<file path="src/rtl/mem_pkg.sv">
// Shared definitions for the MEM-stage data-memory access unit.
package mem_pkg;

  localparam logic [2:0] F3_B  = 3'b000;
  localparam logic [2:0] F3_H  = 3'b001;
  localparam logic [2:0] F3_W  = 3'b010;
  localparam logic [2:0] F3_BU = 3'b100;
  localparam logic [2:0] F3_HU = 3'b101;

  localparam int STRB_W = 4;

  typedef enum logic [1:0] {
    IDLE = 2'd0,
    REQ  = 2'd1,
    DONE = 2'd2
  } state_e;

  // An access is rejected without touching the bus if its width/sign code is
  // unknown, is a load-only code used for a store, is misaligned for its size,
  // or asks for a load and a store at once.
  function automatic logic access_fault(input logic       we,
                                        input logic       re,
                                        input logic [2:0] op,
                                        input logic [1:0] addr_lo);
    logic f;
    f = we & re;
    case (op)
      F3_B:    f = f;
      F3_BU:   f = f | we;
      F3_H:    f = f | addr_lo[0];
      F3_HU:   f = f | addr_lo[0] | we;
      F3_W:    f = f | (addr_lo != 2'b00);
      default: f = 1'b1;
    endcase
    return f;
  endfunction

endpackage

</file>
<file path="src/rtl/mem_lane_align.sv">
// Byte-lane formatting: store replication / strobes and load shift / extend.
import mem_pkg::*;

module mem_lane_align (
  input  logic [2:0]        op,
  input  logic [1:0]        addr_lo,
  input  logic [31:0]       st_data,
  input  logic [31:0]       ld_rdata,
  output logic [31:0]       st_wdata,
  output logic [STRB_W-1:0] st_wstrb,
  output logic [31:0]       ld_data
);

  logic [31:0] ld_shift;

  assign ld_shift = ld_rdata >> {addr_lo, 3'b000};

  // Replicate store data across every lane it could land in; strobes pick the lane.
  always_comb begin
    st_wdata = st_data;
    st_wstrb = 4'b1111;
    case (op[1:0])
      2'b00: begin
        st_wdata = {4{st_data[7:0]}};
        st_wstrb = 4'b0001 << addr_lo;
      end
      2'b01: begin
        st_wdata = {2{st_data[15:0]}};
        st_wstrb = 4'b0011 << {addr_lo[1], 1'b0};
      end
      default: ;
    endcase
  end

  // Bring the addressed lane down to bit 0 and extend to the full word.
  always_comb begin
    case (op)
      F3_B:    ld_data = {{24{ld_shift[7]}}, ld_shift[7:0]};
      F3_BU:   ld_data = {24'h000000, ld_shift[7:0]};
      F3_H:    ld_data = {{16{ld_shift[15]}}, ld_shift[15:0]};
      F3_HU:   ld_data = {16'h0000, ld_shift[15:0]};
      default: ld_data = ld_shift;
    endcase
  end

endmodule

</file>
<file path="src/rtl/mem_access_unit.sv">
// MEM-stage data-memory responder: one outstanding req/ack access at a time.
//
//   state | meaning
//   IDLE  | waiting for an access from EX/MEM; faults are flagged here
//   REQ   | dbus_req held with captured address/data until ack or timeout
//   DONE  | pipeline released; load_valid or timeout error pulses
import mem_pkg::*;

module mem_access_unit #(
  parameter int DATA_WIDTH     = 32,
  parameter int ADDR_WIDTH     = 32,
  parameter int TIMEOUT_CYCLES = 255
) (
  input  logic                  clk,
  input  logic                  rst,
  input  logic [2:0]            opm,
  input  logic                  mem_wem,
  input  logic                  mem_rem,
  input  logic [ADDR_WIDTH-1:0] alu_resultm,
  input  logic [DATA_WIDTH-1:0] rd2_turem,
  output logic                  dbus_req,
  output logic                  dbus_we,
  output logic [ADDR_WIDTH-1:0] dbus_addr,
  output logic [STRB_W-1:0]     dbus_wstrb,
  output logic [DATA_WIDTH-1:0] dbus_wdata,
  input  logic                  dbus_ack,
  input  logic [DATA_WIDTH-1:0] dbus_rdata,
  output logic                  mem_stall,
  output logic [DATA_WIDTH-1:0] load_data,
  output logic                  load_valid,
  output logic                  mem_err
);

  localparam int              CNT_W    = $clog2(TIMEOUT_CYCLES + 1);
  localparam logic [CNT_W-1:0] CNT_LAST = CNT_W'(TIMEOUT_CYCLES - 1);

  state_e                  state_q, state_d;
  logic                    req_q, req_d;
  logic                    we_q, we_d;
  logic [ADDR_WIDTH-1:0]   addr_q, addr_d;
  logic [1:0]              lo_q, lo_d;
  logic [2:0]              op_q, op_d;
  logic [STRB_W-1:0]       wstrb_q, wstrb_d;
  logic [DATA_WIDTH-1:0]   wdata_q, wdata_d;
  logic [CNT_W-1:0]        cnt_q, cnt_d;
  logic [DATA_WIDTH-1:0]   load_data_q, load_data_d;
  logic                    load_valid_q, load_valid_d;
  logic                    tmo_err_q, tmo_err_d;

  logic                    fault_now;
  logic                    stall_now;
  logic [2:0]              al_op;
  logic [1:0]              al_lo;
  logic [31:0]             al_wdata;
  logic [31:0]             al_ld;
  logic [STRB_W-1:0]       al_wstrb;

  // In IDLE the aligner formats the incoming store; afterwards it decodes the
  // read word using the captured size and offset.
  assign al_op = (state_q == IDLE) ? opm : op_q;
  assign al_lo = (state_q == IDLE) ? alu_resultm[1:0] : lo_q;

  mem_lane_align u_align (
    .op       (al_op),
    .addr_lo  (al_lo),
    .st_data  (rd2_turem),
    .ld_rdata (dbus_rdata),
    .st_wdata (al_wdata),
    .st_wstrb (al_wstrb),
    .ld_data  (al_ld)
  );

  // Next-state and capture logic for the access sequencer.
  always_comb begin
    state_d      = state_q;
    req_d        = req_q;
    we_d         = we_q;
    addr_d       = addr_q;
    lo_d         = lo_q;
    op_d         = op_q;
    wstrb_d      = wstrb_q;
    wdata_d      = wdata_q;
    cnt_d        = cnt_q;
    load_data_d  = load_data_q;
    load_valid_d = 1'b0;
    tmo_err_d    = 1'b0;
    fault_now    = 1'b0;
    stall_now    = 1'b0;
    case (state_q)
      IDLE: begin
        if (mem_wem || mem_rem) begin
          if (access_fault(mem_wem, mem_rem, opm, alu_resultm[1:0])) begin
            fault_now = 1'b1;
          end else begin
            stall_now = 1'b1;
            state_d   = REQ;
            req_d     = 1'b1;
            we_d      = mem_wem;
            addr_d    = {alu_resultm[ADDR_WIDTH-1:2], 2'b00};
            lo_d      = alu_resultm[1:0];
            op_d      = opm;
            wstrb_d   = al_wstrb;
            wdata_d   = DATA_WIDTH'(al_wdata);
            cnt_d     = '0;
          end
        end
      end
      REQ: begin
        stall_now = 1'b1;
        if (dbus_ack) begin
          state_d = DONE;
          req_d   = 1'b0;
          if (!we_q) begin
            load_data_d  = DATA_WIDTH'(al_ld);
            load_valid_d = 1'b1;
          end
        end else if (cnt_q == CNT_LAST) begin
          state_d   = DONE;
          req_d     = 1'b0;
          tmo_err_d = 1'b1;
        end else begin
          cnt_d = cnt_q + CNT_W'(1);
        end
      end
      DONE: begin
        state_d = IDLE;
        cnt_d   = '0;
      end
      default: begin
        state_d = IDLE;
        req_d   = 1'b0;
      end
    endcase
  end

  // State and output registers; reset abandons any request in flight.
  always_ff @(posedge clk or posedge rst) begin
    if (rst) begin
      state_q      <= IDLE;
      req_q        <= 1'b0;
      we_q         <= 1'b0;
      addr_q       <= '0;
      lo_q         <= 2'b00;
      op_q         <= 3'b000;
      wstrb_q      <= '0;
      wdata_q      <= '0;
      cnt_q        <= '0;
      load_data_q  <= '0;
      load_valid_q <= 1'b0;
      tmo_err_q    <= 1'b0;
    end else begin
      state_q      <= state_d;
      req_q        <= req_d;
      we_q         <= we_d;
      addr_q       <= addr_d;
      lo_q         <= lo_d;
      op_q         <= op_d;
      wstrb_q      <= wstrb_d;
      wdata_q      <= wdata_d;
      cnt_q        <= cnt_d;
      load_data_q  <= load_data_d;
      load_valid_q <= load_valid_d;
      tmo_err_q    <= tmo_err_d;
    end
  end

  assign dbus_req   = req_q;
  assign dbus_we    = we_q;
  assign dbus_addr  = addr_q;
  assign dbus_wstrb = wstrb_q;
  assign dbus_wdata = wdata_q;
  assign load_data  = load_data_q;
  assign load_valid = load_valid_q;
  // The IDLE-cycle stall and fault pulse are combinational, so mask them
  // while reset is held to keep every output quiet.
  assign mem_stall  = stall_now & ~rst;
  assign mem_err    = (fault_now & ~rst) | tmo_err_q;

endmodule

</file>
<file path="config.mk">
export PLATFORM = sky130hd
export DESIGN_NAME = mem_access_unit
export DESIGN_NICKNAME = d
export VERILOG_FILES = /design/src/rtl/mem_pkg.sv /design/src/rtl/mem_lane_align.sv /design/src/rtl/mem_access_unit.sv
export SDC_FILE = /design/constraint.sdc
export NUM_CORES = 1
export LEC_CHECK = 0
export CORE_ASPECT_RATIO = 0.75
export CORE_MARGIN = 4
export CORE_UTILIZATION = 35
export CTS_BUF_LIST = sky130_fd_sc_hd__clkbuf_8
export DETAILED_ROUTE_END_ITERATION = 8
export HOLD_SLACK_MARGIN = 0.03
export PLACE_DENSITY = 0.67
export SLEW_MARGIN = 15
export SYNTH_ARGS = -nofsm -noshare
export SYNTH_HDL_FRONTEND = slang
export SYNTH_SLANG_ARGS = --single-unit
</file>
<file path="constraint.sdc">
create_clock -name clk -period 11.7 [get_ports clk]
set_input_delay 2.925 -clock clk [delete_from_list [all_inputs] [get_ports clk]]
set_output_delay 2.925 -clock clk [all_outputs]
set_load 0.02 [all_outputs]
</file>
# Word-level counts from Yosys, hierarchy flattened
# Cells that the tools add are included.
# W data, S select, Z words.
# op_classes
add_sub_neg,1
n_eq_ne,16
shifts,3
n_mux,35
bitwise,12
n_reduce_logical,12
# ops
cell,count
$pmux W32 S4,1
$pmux W32 S2,1
$mux W8,4
$shr A32 B5 Y32,1
$pmux W8 S3,1
$mux W1,17
$eq A3 B3 Y1 const B,4
$mux W2,5
$reduce_and A3 Y1,3
$add A8 B1 Y8 const B,1
$eq A8 B8 Y1 const B,1
$pmux W4 S2,1
$eq A3 B1 Y1 const B,2
$logic_not A3 Y1,2
$ne A2 B2 Y1 const B,3
$or A1 B1 Y1,5
$pmux W1 S5,1
$reduce_and A5 Y1,1
$eq A2 B1 Y1 const B,2
$logic_not A2 Y1,2
$not A1 Y1,4
$pmux W2 S2,1
$reduce_and A4 Y1,1
$shl A1 B2 Y4 const A,1
other kinds (12),14
# word_totals
regBits,117
in_bits,104
output_inout_bits,105
elab_cells,91

# Logic depth before layout (Yosys ltp)
# Gate-level depths: netlist (run 1).
# depth
word_depth,11
ltp_mapped,7
ltp_nobuf,7

# Hierarchy
# A second synthesis (run 1) with hierarchy kept.
# hier_totals
cells_unflattened,502
area_unflattened_um2,6262.3
# modules_own_cells
module,n_inst,cells_each,area_per_inst_um2,seq_area_each_um2
mem_access_unit,1,316,4988.5,2927.8
mem_lane_align,1,186,1273.7,0.0

# Least setup slack after synthesis (run 1)
# No wires, ideal clock.
# synth_path
kind,in2out
start,input rst
end,output mem_err
arrival_time_ps,5848
required_ps,8775
slack_ps,2927
cell_stages,2
n_path_buf,0
cell_sequence,inv_1 -> a31o_2
# synth_between
elab_chain_len,3
# synth_lines
item,line,text
start: declaration,mem_access_unit.sv:15,"input logic rst,"
$not A1 Y1,mem_access_unit.sv:177,assign mem_err = (fault_now & ~rst) | tmo_err_q;
$and A1 B1 Y1,mem_access_unit.sv:177,
$or A1 B1 Y1,mem_access_unit.sv:177,
end: declaration,mem_access_unit.sv:31,output logic mem_err
# No other way between the ends.

# Worst setup path in the final report (run 1)
# layout_path
start,input alu_resultm[0]
end,output mem_stall
# layout_between
elab_chain_len,9
word_cells_on_any_way,11
cone_classes,mux: 6; bitwise: 4; reduce/logical: 1
# layout_lines
item,line,text
start: declaration,mem_access_unit.sv:19,"input logic [ADDR_WIDTH-1:0] alu_resultm,"
$reduce_bool A2 Y1 / $or A1 B1 Y1 (equally long branches),"mem_pkg.sv:32, mem_pkg.sv:30, mem_pkg.sv:31",
"$or A1 B1 Y1, on equally long branches","mem_pkg.sv:32, mem_pkg.sv:31",
$pmux W1 S5 (*),mem_pkg.sv:27,case (op)
$mux W1 (*),mem_access_unit.sv:91,if (mem_wem || mem_rem) begin
$mux W1 (*),mem_access_unit.sv:89,case (state_q)
$mux W1 (*),mem_access_unit.sv:92,"if (access_fault(mem_wem, mem_rem, opm, alu_resultm[1:0])) begin"
$mux W1 (*),mem_access_unit.sv:91,
$pmux W1 S2 (*),mem_access_unit.sv:89,
$and A1 B1 Y1 (*),mem_access_unit.sv:176,assign mem_stall = stall_now & ~rst;
end: declaration,mem_access_unit.sv:28,"output logic mem_stall,"
# Every way passes the cells marked *; elsewhere a longest branch is shown, timed or not. The select of a mux whose other input is x is not followed.

==> flow_summary.json, run 1 <==
{
  "nNetsFinal": 826,
  "power_leakage_nw": 3.46,
  "ys_seq_elements": 117,
  "end_kind": "output pin",
  "ant_nets": 0,
  "syn_avg_cell_area_sq_um": 10.8,
  "synth-edff-count": 0,
  "p_switching_mw": 0.743,
  "fmax_ghz": 0.120,
  "r2r_cells": 6,
  "final_cell_mix": "clkdlybuf4s50_1, dfrtp_1, o21ai_0",
  "worstHoldStart": "dbus_wdata[18]$_DFFE_PP0P_",
  "status": "finished clean",
  "async_flop_share": 1.00,
  "grt_pass1_vias": 5203,
  "hold_viol": 0,
  "final_cell_area_sq_um": 8230,
  "setup_viol": 0,
  "cts-root-buf": "clkbuf_8",
  "combinationalPowerShare": 0.469,
  "netSwitchingFraction": 0.384,
  "place_congestion": 0.966,
  "grt_overflow_total": 0,
  "reg2reg_to": "load_data[19]$_DFFE_PP0P_",
  "grt_antenna_before_repair": 0,
  "yosysUniqueCellTypes": 60,
  "final_max_slew_viol_count": 0,
  "cts_tree": "yes",
  "worstMarginPinSlew_ns": 1.12,
  "yosys.area.top_type": "dfrtp_1",
  "die_h_microns": 118,
  "fin_skew_ns": 0.00838,
  "cts_setup_buffers": 0,
  "hold_path_class": "flop to flop",
  "hpwl_microns": 12800,
  "period_share": 0.715,
  "synthCells": 521,
  "clkSinkCount": 117,
  "dpl_cell_area_sq_um": 7850,
  "synthTopCellsByArea": "dfrtp_1, mux2_1, mux2i_1",
  "path_class": "input pin to output pin",
  "die-area_sq_um": 18200,
  "reg2reg_setup_slack_ns": 8.60,
  "clkTransAtPathRegs_ns": 0.07,
  "synth-seq-area-share": 0.519,
  "vias": 4814,
  "grt_usage": 0.192,
  "hold_path_end": "dbus_wdata[18]$_DFFE_PP0P_",
  "period_minus_slack_ns": 8.36,
  "grt_max_degree": 74,
  "finalSetupTns_ns": 0,
  "synth_top_area_share": 0.519,
  "mostFrequentLayoutCell": "clkdlybuf4s50_1",
  "wl_microns": 17100,
  "slew_headroom": 0.247,
  "die_w_microns": 155,
  "firstDrtPassIters": 5,
  "regToRegStartpoint": "state_q[0]$_DFFE_PP0P_",
  "ctsResizeCount": 0,
  "clock_latency_ns": 0.43,
  "numCtsBuffers": 17,
  "drt_iter0_markers": 246,
  "rsz0062_at_grt": "false",
  "yosysWarnings": 0,
  "core.rowCount": 39,
  "areaGrowthSynthToFinish_pct": 45.9,
  "synthFlopType": "dfrtp_1",
  "synthesis.area_sq_um": 5640,
  "startpoint_type": "input pin",
  "h-tree-depth": 4,
  "pwr-share-clk": 0.181,
  "crit_required_ns": 8.78,
  "remaining_drc_errors": 0,
  "seqPwrFrac": 0.351,
  "portBuffers": 206,
  "initial_utilization": 0.363,
  "wl_per_cell_microns": 18.3,
  "drive_gt1_frac": 0.0873,
  "intPower_mw": 1.19,
  "irDropWorstVdd_v": 0.000101,
  "grt_pass1_wl_microns": 28100,
  "p_per_area_nw_per_um2": 235,
  "cts_buffer_depth": 2,
  "core-area_sq_um": 15500,
  "maxCapViolCount": 0,
  "arrival_ns": 5.44,
  "ios": 209,
  "drt-vias-per-instance": 5.13,
  "diodes": 0,
  "crit_fanout": 31,
  "hold_depth": 2,
  "ctsHoldBuffers": 0
}
layer usage:
| metal | track usage | part of all wire |
|---|---|---|
| met5 | 0 | 0 |
| met3 | 0.0739 | 0.078 |
| met1 | 0.239 | 0.43 |
| met4 | 0.0734 | 0.026 |
| met2 | 0.302 | 0.47 |
worst max-delay path, cell delays in order:
cell,delay (ns)
clkdlybuf4s50_1,0.50
nor4_1,0.33
or2_1,0.22
nand3_4,0.39
a211oi_1,0.40
clkdlybuf4s50_1,0.66
sequential cells by signal, indices dropped and copies added, names as in the netlist, 2 cells and up:
register / flops
cnt_q: 8
dbus_addr: 30
dbus_wdata: 32
dbus_wstrb: 4
lo_q: 2
load_data: 32
op_q: 3
state_q: 2
power groups by stage:
stage / combinational (mW) / clock [mW] / sequential (mW)
6_report: 0.907 / 0.349 / 0.679
5_1_grt: 0.973 / 0.381 / 0.703
4_1_cts: 0.918 / 0.361 / 0.682
3_5_place_dp: 0.914 / 0 / 0.685
3_3_place_gp: 0.905 / 0 / 0.680
2_1_floorplan: 0.282 / 0 / 0.859
cell families after synthesis:
family                     Yosys count  synth area share
AOI/OAI and AO/OA                  146             0.165
xor gates and xnor gates             1           0.00155
adders and majority gates            3           0.00621
buffers and inverters               38            0.0326
DFF                                117             0.519
muxes                               88             0.167
other                                1          0.000665
and+or+nand+nor                    127             0.107
cells in the mapped netlist, types with 3 or more instances:
master    count
o31ai_1       3
o21ai_2       3
buf_4         4
nand3_1      14
inv_1         7
o21ai_1      17
o21ai_0      49
a31oi_1       5
o22ai_1      10
a21oi_1      27
clkbuf_1     10
dfrtp_1     117
mux2i_1      38
a222oi_1      8
nand4_1       3
mux2_1       40
mux2_2       10
and3_1        7
buf_2        15
nor2_1       37
nand2_1      47
how the worst max path moves through the flow:
stage / start / to / slack, ns / cells past startpoint
6_report: alu_resultm[0] / mem_stall / 3.34 / 6
5_1_grt: alu_resultm[0] / mem_stall / 3.09 / 6
4_1_cts: alu_resultm[0] / mem_stall / 3.32 / 6
3_5_place_dp: alu_resultm[0] / mem_stall / 3.34 / 6
3_3_place_gp: opm[0] / mem_stall / 3.38 / 6
2_1_floorplan: rst / mem_err / 2.93 / 2
final cells by class:
class,instances,area (sq um)
fillers,1379,7290
flip-flops and latches,117,2930
multi-input cells,367,2550
repair buffers,210,2090
clock buffers,21,289
well taps,205,256
clock inverters,11,83.8
inverters,7,28.8
per-stage QoR:
stage	worst slack, ns	hold WS [ns]	instances	utilization	power (mW)
2_1_floorplan	2.93	0.450	522	-	1.14
3_3_place_gp	3.38	0.462	906	0.506	1.59
3_5_place_dp	3.34	0.469	906	0.506	1.60
4_1_cts	3.32	0.485	938	0.530	1.96
5_1_grt	3.09	0.508	938	0.530	2.06
6_report	3.34	0.482	938	0.530	1.94
(Power assumes the default switching activity.)
==> inputs of run 2 (changes only) <==
--- a/config.mk
+++ b/config.mk
@@ -11,7 +11,7 @@
 export CTS_BUF_LIST = sky130_fd_sc_hd__clkbuf_8
 export DETAILED_ROUTE_END_ITERATION = 8
 export HOLD_SLACK_MARGIN = 0.03
-export PLACE_DENSITY = 0.67
+export PLACE_DENSITY = 0.69
 export SLEW_MARGIN = 15
 export SYNTH_ARGS = -nofsm -noshare
 export SYNTH_HDL_FRONTEND = slang
==> constraint.sdc (replaced) <==
create_clock -name clk -period 7 [get_ports clk]
set_input_delay 1.75 -clock clk [delete_from_list [all_inputs] [get_ports clk]]
set_output_delay 1.75 -clock clk [all_outputs]
set_load 0.02 [all_outputs]
==> flow_summary.json, run 2 (synthesis results as in run 1) <==
{
  "worstMarginPinSlew_ns": 1.14,
  "ant_nets": 0,
  "slew_headroom": 0.239,
  "use_met1": 0.254,
  "cts-root-buf": "clkbuf_8",
  "grt_pass1_wl_microns": 27900,
  "grt_max_degree": 102,
  "gr-usage-met2": 0.288,
  "portBuffers": 206,
  "mostFrequentLayoutCell": "clkdlybuf4s50_1",
  "cts_setup_buffers": 0,
  "final_cell_mix": "clkdlybuf4s50_1, dfrtp_1, o21ai_0",
  "maxCapViolCount": 0,
  "end_kind": "output pin",
  "setup_viol": 0,
  "critical_path.n_buffers_inverters": 3,
  "clkTransAtPathRegs_ns": 0.07,
  "hold_path_class": "flop to flop",
  "utilization": 0.533,
  "cp_cell_sequence": "clkdlybuf4s50_1 -> nor4_1 -> or2_1 -> inv_1 -> maj3_1 -> a31o_2 -> clkdlybuf4s50_1",
  "core.rowCount": 39,
  "finalSetupTns_ns": 0,
  "hpwl_microns": 12800,
  "cpPeakStageDelay_ns": 0.55,
  "grt_antenna_before_repair": 0,
  "core-area_sq_um": 15500,
  "p_per_area_nw_per_um2": 399,
  "numCtsBuffers": 17,
  "place_congestion": 0.908,
  "crit_family": "buffers and inverters",
  "areaGrowthSynthToFinish_pct": 46.7,
  "reg2reg_to": "load_data[19]$_DFFE_PP0P_",
  "final_max_slew_viol_count": 0,
  "rsz0062_at_grt": "false",
  "wl_per_cell_microns": 18.7,
  "power_leakage_nw": 3.48,
  "h-tree-depth": 4,
  "crit_top_cell": "clkdlybuf4s50_1",
  "die_h_microns": 118,
  "grt_overflow_total": 0,
  "r2r_cells": 6,
  "fmax_ghz": 0.172,
  "cts_buffer_depth": 2,
  "dp.cells": 907,
  "vias": 4912,
  "crit_fanout": 6,
  "ctsHoldBuffers": 0,
  "grt.busiest_layer": "met2",
  "drt-vias-per-instance": 5.23,
  "arrival_ns": 4.06,
  "die_w_microns": 155,
  "irDropWorstVdd_v": 0.000194,
  "grt_pass1_vias": 4977,
  "ctsResizeCount": 0,
  "die-area_sq_um": 18200,
  "crit_required_ns": 5.25,
  "reg2reg_setup_slack_ns": 3.80,
  "worst_path_max_delay_cell": "clkdlybuf4s50_1",
  "diodes": 0,
  "startpoint_type": "input pin",
  "worstHoldStart": "dbus_wstrb[0]$_DFFE_PP0P_",
  "hold_viol": 0,
  "wl_microns": 17500,
  "grt_usage": 0.192,
  "use_met3": 0.0786,
  "drive_gt1_frac": 0.0899,
  "fin_skew_ns": 0.00886,
  "period_minus_slack_ns": 5.81,
  "clkSinkCount": 117,
  "path_class": "input pin to output pin",
  "clock_latency_ns": 0.44,
  "regToRegStartpoint": "state_q[0]$_DFFE_PP0P_",
  "status": "finished clean",
  "ios": 209,
  "cts_tree": "yes",
  "remaining_drc_errors": 0,
  "hold_depth": 1,
  "firstDrtPassIters": 7,
  "hold_path_end": "dbus_wstrb[0]$_DFFE_PP0P_",
  "drt_iter0_markers": 303,
  "initial_utilization": 0.363,
  "final_cells": 939,
  "period_share": 0.830,
  "nNetsFinal": 827
}
## run 2: changes by cell type in the layout (fill, tap and decap cells not counted), sizes merged
cell    previous run  this run
bufinv             1         2
buf                4         5
clkinv             7         5
clkbuf            21        22
## run 2: stage by stage
stage                     total power [mW]  hold slack (ns)  setup slack, ns  area (sq um)
after floorplan                       1.91            0.450            0.577          5640
after global placement                2.65            0.463             1.20          7860
after detailed placement              2.68            0.469             1.19          7860
after CTS                             3.34            0.490             1.19          8270
after global routing                  3.49            0.510            0.976          8270
final                                 3.30            0.482             1.19          8270
## run 2: where the power goes
part | total [mW] | switching (mW) | internal, mW
Clock | 0.638 | 0.279 | 0.359
Combinational | 1.53 | 0.799 | 0.730
Sequential | 1.13 | 0.177 | 0.952
## run 2: area by class of cell
cell class	count	area [sq um]
clock buffer	22	303
clock inverter	10	104
fill	1370	7250
inverter	7	28.8
multi-input combinational	367	2550
sequential	117	2930
tap	205	256
timing repair buffer	211	2100
## run 2: metal layers
layer / vias up / share of wire / wire, microns
li1: 2295 / - / -
met1: 2412 / 0.44 / 7750
met4: 0 / 0.016 / 286
met2: 186 / 0.46 / 8070
met5: - / 0 / 0
met3: 19 / 0.081 / 1420
## run 2: worst max path at each step
| stage | startpoint | endpoint | cells past startpoint |
|---|---|---|---|
| after global routing | alu_resultm[0] | mem_err | 7 |
| final | alu_resultm[0] | mem_err | 7 |
| after floorplan | rst | mem_err | 2 |
| after global placement | alu_resultm[0] | mem_err | 7 |
| after detailed placement | opm[0] | mem_err | 7 |
| after CTS | opm[0] | mem_err | 7 |
